`config.mk`:
```
export PLATFORM = sky130hd
export DESIGN_NAME = flags_cond_stage
export DESIGN_NICKNAME = d
export VERILOG_FILES = /design/src/rtl/cond_pkg.sv /design/src/rtl/cond_check.sv /design/src/rtl/flags_cond_stage.sv
export SDC_FILE = /design/constraint.sdc
export NUM_CORES = 1
export LEC_CHECK = 0
export ABC_AREA = 1
export BUFFER_PORTS_ARGS = -buffer_cell sky130_fd_sc_hd__buf_2
export CELL_PAD_IN_SITES_DETAIL_PLACEMENT = 1
export CELL_PAD_IN_SITES_GLOBAL_PLACEMENT = 1
export CORE_MARGIN = 10
export CORE_UTILIZATION = 31
export DETAILED_ROUTE_END_ITERATION = 6
export PLACE_DENSITY = 0.85
export SLEW_MARGIN = 20
export SYNTH_ARGS = -nofsm -noshare
export SYNTH_HDL_FRONTEND = slang
export SYNTH_HIERARCHICAL = 1
export SYNTH_SLANG_ARGS = --single-unit
```
`constraint.sdc`:
```
create_clock -name clk -period 1.9 [get_ports clk]
set_input_delay 0.19 -clock clk [delete_from_list [all_inputs] [get_ports clk]]
set_output_delay 0.19 -clock clk [all_outputs]
set_load 0.01 [all_outputs]
```
`src/rtl/cond_pkg.sv`:
```
// cond_pkg: condition-code encodings and NZCV flag bit positions
package cond_pkg;

    typedef enum logic [3:0] {
        EQ = 4'h0, NE = 4'h1, CS = 4'h2, CC = 4'h3,
        MI = 4'h4, PL = 4'h5, VS = 4'h6, VC = 4'h7,
        HI = 4'h8, LS = 4'h9, GE = 4'hA, LT = 4'hB,
        GT = 4'hC, LE = 4'hD, AL = 4'hE
    } cond_e;

    localparam int FLAG_N = 3;
    localparam int FLAG_Z = 2;
    localparam int FLAG_C = 1;
    localparam int FLAG_V = 0;

endpackage

```
`src/rtl/cond_check.sv`:
```
// cond_check: evaluates a 4-bit condition field against NZCV flags
module cond_check
    import cond_pkg::*;
(
    input  logic [3:0] cond,
    input  logic [3:0] flags,
    output logic       cond_ex
);

    logic n, z, c, v;

    assign n = flags[FLAG_N];
    assign z = flags[FLAG_Z];
    assign c = flags[FLAG_C];
    assign v = flags[FLAG_V];

    // Condition table; the unencoded value 4'hF falls into default and executes
    always_comb begin
        case (cond_e'(cond))
            EQ:      cond_ex = z;
            NE:      cond_ex = ~z;
            CS:      cond_ex = c;
            CC:      cond_ex = ~c;
            MI:      cond_ex = n;
            PL:      cond_ex = ~n;
            VS:      cond_ex = v;
            VC:      cond_ex = ~v;
            HI:      cond_ex = c & ~z;
            LS:      cond_ex = ~c | z;
            GE:      cond_ex = (n == v);
            LT:      cond_ex = (n != v);
            GT:      cond_ex = ~z & (n == v);
            LE:      cond_ex = z | (n != v);
            default: cond_ex = 1'b1;
        endcase
    end

endmodule

```
`src/rtl/flags_cond_stage.sv`:
```
// flags_cond_stage: NZCV flags register, condition gating and EX/MEM handoff register
module flags_cond_stage
    import cond_pkg::*;
#(
    parameter int N    = 32,
    parameter int RA_W = 4
) (
    input  logic            clk,
    input  logic            reset,
    input  logic            in_valid,
    output logic            in_ready,
    input  logic [N-1:0]    alu_result,
    input  logic [3:0]      alu_flags,
    input  logic [3:0]      cond,
    input  logic [1:0]      flag_w,
    input  logic            reg_w,
    input  logic            mem_w,
    input  logic            pc_s,
    input  logic [RA_W-1:0] wa3,
    input  logic            flush,
    output logic            out_valid,
    input  logic            out_ready,
    output logic [N-1:0]    out_result,
    output logic [RA_W-1:0] out_wa3,
    output logic            out_reg_w,
    output logic            out_mem_w,
    output logic            out_pc_s,
    output logic [3:0]      flags_q
);

    logic            cond_ex, accept;
    logic [3:0]      flags_d;
    logic            out_valid_q, out_valid_d;
    logic [N-1:0]    out_result_q, out_result_d;
    logic [RA_W-1:0] out_wa3_q, out_wa3_d;
    logic [2:0]      out_en_q, out_en_d;

    // Condition is judged against the flags before this instruction's own update
    cond_check u_cond_check (
        .cond    (cond),
        .flags   (flags_q),
        .cond_ex (cond_ex)
    );

    assign in_ready = ~out_valid_q | out_ready;
    assign accept   = in_valid & in_ready & ~flush;

    // Flags change only for an accepted, executed instruction, per flag pair
    always_comb begin
        flags_d = flags_q;
        if (accept && cond_ex && flag_w[1]) begin
            flags_d[FLAG_N] = alu_flags[FLAG_N];
            flags_d[FLAG_Z] = alu_flags[FLAG_Z];
        end
        if (accept && cond_ex && flag_w[0]) begin
            flags_d[FLAG_C] = alu_flags[FLAG_C];
            flags_d[FLAG_V] = alu_flags[FLAG_V];
        end
    end

    // EX/MEM slot: flush kills, accept loads, a drain with no refill empties
    always_comb begin
        out_valid_d  = out_valid_q;
        out_result_d = out_result_q;
        out_wa3_d    = out_wa3_q;
        out_en_d     = out_en_q;
        if (flush) begin
            out_valid_d = 1'b0;
        end else if (accept) begin
            out_valid_d  = 1'b1;
            out_result_d = alu_result;
            out_wa3_d    = wa3;
            out_en_d     = {reg_w, mem_w, pc_s} & {3{cond_ex}};
        end else if (out_valid_q && out_ready) begin
            out_valid_d = 1'b0;
        end
    end

    // State registers with asynchronous active-low reset
    always_ff @(posedge clk or negedge reset) begin
        if (!reset) begin
            flags_q      <= '0;
            out_valid_q  <= 1'b0;
            out_result_q <= '0;
            out_wa3_q    <= '0;
            out_en_q     <= '0;
        end else begin
            flags_q      <= flags_d;
            out_valid_q  <= out_valid_d;
            out_result_q <= out_result_d;
            out_wa3_q    <= out_wa3_d;
            out_en_q     <= out_en_d;
        end
    end

    assign out_valid  = out_valid_q;
    assign out_result = out_result_q;
    assign out_wa3    = out_wa3_q;
    assign out_reg_w  = out_en_q[2];
    assign out_mem_w  = out_en_q[1];
    assign out_pc_s   = out_en_q[0];

endmodule
```
# ---- Yosys cells after proc, flatten, opt, wreduce, memory -nomap -nowiden
# Index checks and enable logic that the tools add are counted.
dict set report totals {
  ff_bits 44
  output_inout_bits 45
}
dict set report classes {
  mux 4
  reduce_logical 7
  bitwise_logic 14
  eq_ne 15
}
# op count
set op_table {}
lappend op_table {{$eq 4x4->1 const B} 6}
lappend op_table {{$eq 4x3->1 const B} 4}
lappend op_table {{$pmux 1 s14} 1}
lappend op_table {{$eq 4x2->1 const B} 2}
lappend op_table {{$not 1->1} 6}
lappend op_table {{$and 1x1->1} 4}
lappend op_table {{$eq 4x1->1 const B} 1}
lappend op_table {{$logic_and 1x1->1} 4}
lappend op_table {{$logic_not 4->1} 1}
lappend op_table {{$and 3x3->3} 1}
lappend op_table {{$mux 1} 3}
lappend op_table {{$or 1x1->1} 3}
lappend op_table {{$reduce_bool 3->1} 1}
lappend op_table {{$reduce_and 2->1} 1}
lappend op_table {{$eq 1x1->1} 1}
lappend op_table {{$ne 1x1->1} 1}

# ---- Longest topological paths before layout
# Gate-level depths: netlist of run 1.
dict set report depth {
  depth_word 6
  depth_mapped 12
}

# ---- By module
# The synthesis of run 1 kept the hierarchy.
# mod instances area_each_um2 seq_area_each_um2 cells_per_inst
set modules_own_cells {}
lappend modules_own_cells {flags_cond_stage 1 1719.1 1101.1 195}
lappend modules_own_cells {cond_check 1 205.2 0.0 50}

# ---- Worst setup path after synthesis of run 1
# No wires, ideal clock.
dict set report synth_path {
  path_type {register to register}
  startpoint {register flags_q[0]}
  endpoint {register flags_q[3]}
  setup_time_ns 0.118
  path_stages_with_launch 11
  required_ns 1.782
  t_arrival_ns 1.374
  slack_ns 0.408
  path_cell_list {dfrtp_1 inv_1 nand2_1 nand3_1 a21oi_1 nor2_1 nand2_1 clkbuf_1 nand4_1 nand2_1 nand2_1}
}
dict set report synth_via {
  elab_chain_cells 5
  elab_cells_between_ends 8
  classes_between {2 x eq/ne; 1 x mux; 3 x bitwise; 2 x reduce/logical}
}
# element line_no
set synth_lines {}
lappend synth_lines {{from (decl)} flags_cond_stage.sv:28} ;# output logic [3:0] flags_q
lappend synth_lines {{from (signal assigned)} flags_cond_stage.sv:88} ;# flags_q <= flags_d;
lappend synth_lines {{$ne 1x1->1 or $eq 1x1->1 (tied branches)} -}
lappend synth_lines {{$or 1x1->1 or $and 1x1->1 (tied branches)} {cond_check.sv:33, cond_check.sv:32}}
lappend synth_lines {{$pmux 1 s14 *} cond_check.sv:19} ;# case (cond_e'(cond))
lappend synth_lines {{net cond_ex} flags_cond_stage.sv:31} ;# logic cond_ex, accept;
lappend synth_lines {{$logic_and 1x1->1 * (2 in series)} flags_cond_stage.sv:51} ;# if (accept && cond_ex && flag_w[1]) begin
# Mark *: on every way through the listed nets, which the timed path passes. The rest lies on a longest branch.
# A chain may end at the register's enable or synchronous reset.

# ---- Worst setup path in the final report of run 1
dict set report layout_path {
  startpoint {register flags_q[3]}
  endpoint {register flags_q[1]}
}
dict set report layout_via {
  elab_chain_cells 5
  elab_cells_between_ends 8
  classes_between {2 x eq/ne; 1 x mux; 3 x bitwise; 2 x reduce/logical}
}
# element line_no
set layout_lines {}
lappend layout_lines {{$ne 1x1->1 or $eq 1x1->1 (tied branches)} -}
lappend layout_lines {{$or 1x1->1 or $and 1x1->1 (tied branches)} {cond_check.sv:33, cond_check.sv:32}}
lappend layout_lines {{$pmux 1 s14 *} cond_check.sv:19}
lappend layout_lines {{net cond_ex} flags_cond_stage.sv:31}
lappend layout_lines {{$logic_and 1x1->1 * (2 in series)} flags_cond_stage.sv:55} ;# if (accept && cond_ex && flag_w[0]) begin
# Marked as above.

==> out/qor.txt, run 1 <==
Most frequent cells in the layout: nand2_1 (142), buf_2 (98), dfrtp_1 (44)
Max-cap violations: 0
First-pass GRT wire length: 10300 um
Area Growth Syn to Fin: 33.7%
Startpoint Class: register
GRT Overall Usage: 12.6%
Flops & latches, synth: 44
Synth Area in Compound Gates: 1.30%
Cells after Synth: 245
Number of global-route vias before repair: 2117
Post-Synth Adder-Cell Area: 0%
Synth Area in XOR/XNOR: 0%
Rows: 28
Pre-CTS WS: 0.367 ns
Final Non-Filler Cells: 420
WL per Instance: 14.9 um
RSZ-0062 raised after global routing: no
Pin count of the biggest net entering global routing: 44
Post-CTS resize count: 0
Rel. slew slack: 55.4%
Postcts setup bufs: 0
PwrDens: 970 nW/um^2
WP data arrival: 1.72 ns
Crit. End Element: register
Total wire length: 6270 um
Remaining antenna violation count: 0
Fin Setup TNS: 0 ns
Crit path setup slack, layout: 0.361 ns
Critical Path Fanout Max: 9
Slew @ Worst Pin: 0.667 ns
Post-CTS Hold Buffers: 1
CTS sink count: 44
Total gr overflow: 0
Busiest grt layer: met2
Die height: 98.8 um
# setup viols final: 0
Diodes inserted: 0
Pleak: 1.55 nW
Max rail drop VDD: 0.368 mV
Multiplexer share of the synthesized area: 0%
Drt drc: 0
GR Util met3: 6.28%
Clock root cell: clkbuf_8
Via density: 4.50
Max clock buf depth: 2
Filler cell count: 779
YS warnings: 6
Final hold slack: 0.0979 ns
GR Util met1: 14.4%
Starting density of the core: 32.1%
Post-synth cell types: 16
Final hold vios: 0
Fmax achieved: 650 MHz
Synth Cell Area: 1920 um^2
Simple-gate share of the synthesized area: 36.0%
Final Wtd Congestion: 0.829
Io pins: 99
DIE WIDTH: 98.8 um
Commonest non-fill, non-tap cell in the layout: nand2_1
Final worst path period share: 81.0%
Worst endpoint required time: 2.08 ns
Via count: 1891
Sequential area share after synthesis: 57.2%
DRT iter0 DRCs: 43
Worst min path class: input pin to register
Clk_lat worst skew: 0.29 ns
Hold Path Depth: 3
Fin nets: 398
CP Class: register to register
Reg2reg path depth: 9
Syn Nets: 299
Core ar.: 5990 um^2
Minimum clock period: 1.54 ns
Clock H-tree levels: 2
Synthesized area per cell: 7.85 um^2
DIE AREA: 9760 um^2
Worst Clk Skew: 0.00192 ns
CTS Buf Count: 5
Share of layout cells above drive strength 1: 33.3%
Status: completed
CTS tree: done
Clock transition at path regs: 0.08 ns
DP Cell Count: 411
Final HPWL DP: 4850 um
Largest family of logic cells by synthesized area: simple AND/OR/NAND/NOR gates
Pre-antenna DRT Iters: 4
Port Buffers: 98
Initial antenna violation count: 0
Max-slew violations: 0
Grt met2 use: 20.4%
==> final timing paths <==
path	slack, ns	to	startpoint
max	0.36	flags_q[1]	flags_q[3]
min	0.1	out_result[26]	alu_result[26]
max reg2reg	0.36	flags_q[1]	flags_q[3]
min reg2reg	0.47	out_result[8]	out_result[8]
max in group asynchronous	0.78	out_result[11]	reset
min in group asynchronous	0.43	out_result[3]	reset
==> layer usage <==
layer	vias to the layer above	part of all wire [%]
li1	942	-
met1	875	42
met2	66	46
met3	8	10
met4	0	0.97
met5	-	0
==> critical path, cell delays in order (launching register included) <==
cell and delay, ns:
dfrtp_1 0.43, inv_1 0.08, nand2_1 0.08, nand3_1 0.09
a21oi_1 0.13, nor2_1 0.06, nand2_1 0.24, nand4_1 0.17
nand2_1 0.10, nand2_1 0.05
==> power by group <==
part | switching [mW] | internal (mW)
registers | 0.116 | 1.10
logic | 0.410 | 0.268
clock network | 0.316 | 0.291
==> synth_stat cells, drive strengths merged <==
library cell	number	area [um^2]
o21ai	1	5.00
nand2	144	546
dfrtp	44	1100
clkbuf	1	3.75
buf	8	48.8
nand4	6	37.5
a21oi	4	20.0
inv	14	52.6
nor2	12	55.1
nand3	11	55.1
==> layout make-up <==
cell class | instances | area, um^2 | share of cell area (%)
clock buffers | 6 | 82.6 | 3.21
multi-input cells | 178 | 718 | 27.9
inverters | 14 | 52.6 | 2.04
well taps | 75 | 93.8 | 3.65
clock inverters | 2 | 10.0 | 0.389
flip-flops and latches | 44 | 1100 | 42.8
repair buffers | 101 | 515 | 20.0
==> stage by stage <==
stage                     power [mW]  utilization, %  cell area [um^2]
after floorplan                 1.58               -              1920
after global placement          1.89            41.2              2470
after detailed placement        1.92            41.2              2470
after CTS                       2.55            43.0              2570
after global routing            2.69            43.0              2570
final                           2.50            43.0              2570
==> flip-flops by register name, indices dropped and copies added (netlist names) <==
register    cells
flags_q         4
out_en_q        3
out_result     32
out_valid       1
out_wa3         4
==> cell families (layout without fill, tap and decap cells) <==
group	Yosys count	in the layout
AOI/OAI and AO/OA	5	5
and+or+nand+nor	173	173
buffers and inverters	23	123
DFF	44	44
(Power assumes the default switching activity.)
==> run 2, diff against run 1 <==
--- a/config.mk
+++ b/config.mk
@@ -5,14 +5,14 @@
 export SDC_FILE = /design/constraint.sdc
 export NUM_CORES = 1
 export LEC_CHECK = 0
-export ABC_AREA = 1
+export ABC_AREA = 0
 export BUFFER_PORTS_ARGS = -buffer_cell sky130_fd_sc_hd__buf_2
 export CELL_PAD_IN_SITES_DETAIL_PLACEMENT = 1
 export CELL_PAD_IN_SITES_GLOBAL_PLACEMENT = 1
 export CORE_MARGIN = 10
-export CORE_UTILIZATION = 31
+export CORE_UTILIZATION = 34
 export DETAILED_ROUTE_END_ITERATION = 6
-export PLACE_DENSITY = 0.85
+export PLACE_DENSITY = 0.84
 export SLEW_MARGIN = 20
 export SYNTH_ARGS = -nofsm -noshare
 export SYNTH_HDL_FRONTEND = slang
==> constraint.sdc (replaced) <==
create_clock -name clk -period 1.6 [get_ports clk]
set_input_delay 0.16 -clock clk [delete_from_list [all_inputs] [get_ports clk]]
set_output_delay 0.16 -clock clk [all_outputs]
set_load 0.01 [all_outputs]
==> run 2 against run 1 <==
Against the previous run: wire length shrank 8.6%; register-to-register slack worse by 0.78 ns; critical path type unchanged; largest power group unchanged; synthesized cell count decreased by 47%; largest cell class unchanged; maximum frequency is 24% lower; via count shrank 22%; hold slack worse by 0.0077 ns; non-clock buffer count is 13 higher; the flow now finishes with violations (setup timing); global-route usage is 0.33 points lower.
==> out/qor.txt, run 2 <==
Status: complete, but fails checks
Violated checks: setup timing
RSZ-0062 raised after global routing: yes
Crit path setup slack, layout: -0.418 ns
Pin count of the biggest net entering global routing: 29
CTS tree: done
Rows: 27
Worst Clk Skew: 0.00846 ns
CP Class: register to register
Cells after Synth: 129
CTS sink count: 44
Synthesized area per cell: 14.8 um^2
Pleak: 1.36 nW
GRT Overall Usage: 12.2%
Pre-antenna DRT Iters: 4
YS warnings: 6
Commonest cells post-synth: dfrtp_1 (44), mux2_2 (33), mux2_4 (7), nand2_1 (7), inv_1 (5)
PwrDens: 1270 nW/um^2
WL per Instance: 18.0 um
# setup viols final: 7
Commonest non-fill, non-tap cell in the layout: buf_2
Number of global-route vias before repair: 1672
Area Growth Syn to Fin: 45.6%
Io pins: 99
Final hold slack: 0.0902 ns
First-pass GRT wire length: 8680 um
Filler cell count: 616
Total Power: 3.53 mW
Synth Cell Area: 1910 um^2
WP data arrival: 2.20 ns
CTS Buf Count: 5
Post-synth cell types: 26
Worst min path class: input pin to register
DIE WIDTH: 95.0 um
Final worst path period share: 126%
Via density: 4.62
Total wire length: 5730 um
Max rail drop VDD: 0.580 mV
Fin nets: 299
Final hold vios: 0
Critical Path Fanout Max: 3
Worst endpoint required time: 1.78 ns
Max-slew violations: 0
Final Wtd Congestion: 0.766
Clk_lat worst skew: 0.29 ns
Drt drc: 0
Clock H-tree levels: 2
Diodes inserted: 0
Via count: 1469
Ys async rst share: 100%
Max reg flops: 32
Clock root cell: clkbuf_8
Crit. End Element: register
Remaining antenna violation count: 0
Core ar.: 5470 um^2
Most frequent cells in the layout: buf_2 (98), dfrtp_1 (41), mux2_2 (33)
Top_reg_cell synth: dfrtp_1
DRT iter0 DRCs: 53
Count leader, synth: dfrtp_1
Port Buffers: 98
Final HPWL DP: 4470 um
Sequential area share after synthesis: 57.6%
Initial antenna violation count: 0
Share of layout cells above drive strength 1: 72.4%
Area contributors post-synth: dfrtp_1 (58%), mux2_2 (19%), mux2_4 (5.5%)
Syn Nets: 183
Number of flops mapped to enable cells by yosys: 0
Flop-to-flop setup slack: -0.42 ns
Rel. slew slack: 71.2%
Fmax achieved: 495 MHz
Starting density of the core: 34.9%
Startpoint Class: register
Die height: 95.0 um
Area leader, netlist: dfrtp_1
Flops & latches, synth: 44
Max-cap violations: 0
Max clock buf depth: 2
Clock transition at path regs: 0.08 ns
Post-synth top area share: 57.6%
Minimum clock period: 2.02 ns
Total gr overflow: 0
Slew @ Worst Pin: 0.432 ns
DIE AREA: 9020 um^2
run 2: changes by cell type after synthesis, moves of 3 or more:
cell / delta
nand2_1: -135
mux2_2: +33
nand3_1: -11
nor2_1: -8
mux2_4: +7
inv_1: -6
nand4_1: -6
buf_2: -5
mux2i_1: +4
xnor2_1: +4
inv_2: -3
run 2: path summary, 6_finish.rpt:
check                               start              to  cells past startpoint
max in group asynchronous           reset      flags_q[0]                      3
max reg2reg                    flags_q[2]      flags_q[1]                      7
min reg2reg                 out_result[1]   out_result[1]                      1
max                            flags_q[2]      flags_q[1]                      7
min                        alu_result[30]  out_result[30]                      2
min in group asynchronous           reset  out_result[30]                      2
run 2: power by group:
| group | internal, mW | leakage (nW) | total (mW) | switching, mW |
|---|---|---|---|---|
| sequential | 1.35 | 0.520 | 1.49 | 0.140 |
| clock | 0.351 | 0.0445 | 0.710 | 0.359 |
| combinational | 0.727 | 0.791 | 1.33 | 0.601 |
| total | 2.43 | 1.36 | 3.53 | 1.10 |
run 2: final cells by class:
type / count / area [um^2] / share of cell area, %
clock buffer: 7 / 86.3 / 3.10
sequential: 44 / 1100 / 39.7
multi-input combinational: 75 / 812 / 29.2
timing repair buffer: 114 / 662 / 23.8
tap: 72 / 90.1 / 3.24
inverter: 5 / 18.8 / 0.675
clock inverter: 1 / 7.51 / 0.270
run 2: through the flow:
step	worst slack [ns]	utilization [%]	instance area, um^2	std cells	setup TNS [ns]
global route	-0.491	50.8	2780	318	-3.25
finish	-0.418	50.8	2780	318	-2.73
floorplan	-0.271	-	1930	129	-1.08
CTS	-0.373	50.1	2740	315	-1.62
global placement	-0.301	47.3	2590	306	-1.36
detailed placement	-0.407	47.3	2590	306	-1.74
run 2: kinds of logic after synthesis:
| family | synth area share [%] |
|---|---|
| buf+inv | 3.67 |
| xor+xnor | 1.83 |
| mux | 27.0 |
| simple gates | 6.61 |
| compound gates | 3.21 |
| flops | 57.6 |
run 2: worst max-delay path, stage by stage, from the launching register on:
cell     delay (ns)
dfrtp_2        0.42
mux2i_1        0.16
xnor2_1        0.12
o32ai_2        0.24
a211o_1        0.23
nand2_2        0.10
nor4b_4        0.26
mux2_2         0.37
run 2: per-layer routing:
| metal | share of wire (%) | up-vias | global-route usage (%) | routed length [um] |
|---|---|---|---|---|
| met3 | 10 | 4 | 6.66 | 592 |
| met4 | 0.51 | 0 | 2.00 | 29 |
| li1 | - | 684 | - | - |
| met5 | 0 | - | 0 | 0 |
| met2 | 48 | 72 | 20.7 | 2750 |
| met1 | 41 | 709 | 13.4 | 2360 |
run 2: repair_timing:
item,CTS,global route
hold buffers,1,0
endpoints found under the setup margin,7,7
hold endpoints to repair,16,0
buffers inserted,0,4
gates cloned,0,0
gates resized for setup,10,5
pin swaps,1,4
==> run 3, diff against run 2 <==
--- a/config.mk
+++ b/config.mk
@@ -13,6 +13,7 @@
 export CORE_UTILIZATION = 34
 export DETAILED_ROUTE_END_ITERATION = 6
 export PLACE_DENSITY = 0.84
+export SETUP_SLACK_MARGIN = 0.5
 export SLEW_MARGIN = 20
 export SYNTH_ARGS = -nofsm -noshare
 export SYNTH_HDL_FRONTEND = slang
==> run 3 against run 2 <==
Against the previous run: the run still ends with setup timing left; wire length increased by 18%; sequential share of layout area decreased by 5.1 points; total power increased by 14%; sequential power about the same; combinational power increased by 22%; clock power increased by 26%; die area unchanged; critical path type unchanged; largest cell class unchanged; largest power group is now combinational logic.
==> out/qor.txt, run 3 (synthesized netlist as in run 2, its figures left out) <==
CTS tree: done
Drt drc: 0
Number of global-route vias before repair: 1864
Fmax achieved: 498 MHz
CP Class: register to register
Fin nets: 315
Max-cap violations: 0
Clock root cell: clkbuf_8
WP data arrival: 2.19 ns
Worst Clk Skew: 0.00425 ns
RSZ-0062 raised after global routing: yes
Initial antenna violation count: 0
Footprint of the multi-input gates: 903 um^2
Most frequent cells in the layout: buf_2 (92), dfrtp_1 (41), mux2_4 (36)
Remaining antenna violation count: 0
Final hold vios: 0
Violated checks: setup timing
Clock transition at path regs: 0.09 ns
Worst min path class: input pin to register
Worst endpoint required time: 1.78 ns
Reg-to-Reg Start: flags_q[3]
# setup viols final: 7
Crit path setup slack, layout: -0.409 ns
Sequential cell area: 1100 um^2
Starting density of the core: 34.9%
Pre-antenna DRT Iters: 4
Max rail drop VDD: 0.779 mV
Clock H-tree levels: 2
DRT iter0 DRCs: 29
Share of layout cells above drive strength 1: 72.5%
Diodes inserted: 0
GR Util met3: 5.87%
Slew @ Worst Pin: 0.418 ns
Pleak: 1.61 nW
First-pass GRT wire length: 10500 um
Minimum clock period: 2.01 ns
CTS Buf Count: 5
Rel. slew slack: 72.1%
Final HPWL DP: 4750 um
DP Cell Count: 306
GR Util met1: 17.1%
Total Power: 4.03 mW
Io pins: 99
Final worst path period share: 126%
Min-Delay Startpoint: alu_result[26]
Filler cell count: 570
Startpoint Class: register
Status: complete, but fails checks
Commonest non-fill, non-tap cell in the layout: buf_2
Total gr overflow: 0
Crit. End Element: register
DIE WIDTH: 95.0 um
Total wire length: 6760 um
GRT Overall Usage: 15.0%
Port Buffers: 98
Final Wtd Congestion: 0.807
Die height: 95.0 um
Area Growth Syn to Fin: 67.3%
Final Non-Filler Cells: 334
Core ar.: 5470 um^2
PwrDens: 1260 nW/um^2
Max-slew violations: 0
Clk_lat worst skew: 0.29 ns
Max clock buf depth: 2
CTS sink count: 44
Rows: 27
WL per Instance: 20.2 um
Via density: 4.72
Busiest grt layer: met2
Max reg flops: 32
Via count: 1575
Pin count of the biggest net entering global routing: 30
Critical Path Fanout Max: 4
Pre-CTS WS: -0.391 ns
Crit. Startpoint: flags_q[3]
DIE AREA: 9020 um^2
Grt met2 use: 26.1%
## run 3: cell types whose count changed in the layout (fill, tap and decap cells not counted), moves of 3 or more
cell,previous run,this run
buf_16,0,3
mux2_4,7,36
mux2_2,33,4
buf_6,3,19
nand2_1,2,7
nand2_2,5,0
buf_2,98,92
## run 3: through the flow
stage / TNS, ns / util, % / area [um^2] / hold WS, ns
after floorplan: -1.08 / - / 2050 / -0.136
after global placement: -1.32 / 49.1 / 2690 / 0.106
after detailed placement: -1.88 / 49.1 / 2690 / 0.118
after CTS: -1.82 / 57.1 / 3130 / 0.0840
after global routing: -4.12 / 58.4 / 3200 / 0.0907
final: -2.75 / 58.4 / 3200 / 0.0961
## run 3: worst paths after layout
kind / cells past startpoint / to / slack, ns
min in group asynchronous: 2 / out_result[17] / 0.36
setup / recovery: 7 / flags_q[2] / -0.41
setup reg to reg: 7 / flags_q[2] / -0.41
hold / removal: 2 / out_result[26] / 0.1
hold reg to reg: 1 / out_result[7] / 0.51
max in group asynchronous: 3 / out_result[21] / 0.75
## run 3: worst max-delay path, cell delays in order (launching register included)
cell	delay [ns]
dfrtp_2	0.45
buf_6	0.13
xnor2_1	0.11
o22ai_1	0.24
a211o_1	0.21
nand2_1	0.11
nor4b_4	0.27
mux2_2	0.37
## run 3: report_power, final
group          internal, mW  switching, mW
clock                 0.511          0.386
combinational         0.977          0.643
sequential             1.35          0.163
## run 3: per-layer routing
| metal | up-vias | part of all wire [%] |
|---|---|---|
| met5 | - | 0 |
| met4 | 0 | 0.40 |
| met3 | 4 | 9.7 |
| met2 | 74 | 49 |
| met1 | 784 | 40 |
| li1 | 713 | - |
## run 3: timing repair
action | 4_1_cts | 5_1_grt
hold buffers | 1 | 0
buffers inserted | 11 | 4
gates resized for setup | 27 | 7
setup endpoints to repair | 48 | 49
pin swaps | 2 | 3
gates cloned | 4 | 0
hold endpoints to repair | 15 | 0
## run 3: final cells by class
type / instances / area share [%]
Multi-Input combinational cell: 75 / 28.3
Inverter: 5 / 0.587
Sequential cell: 44 / 34.6
Clock buffer: 6 / 2.58
Clock inverter: 2 / 1.21
Tap cell: 72 / 2.82
Timing Repair Buffer: 130 / 30.0
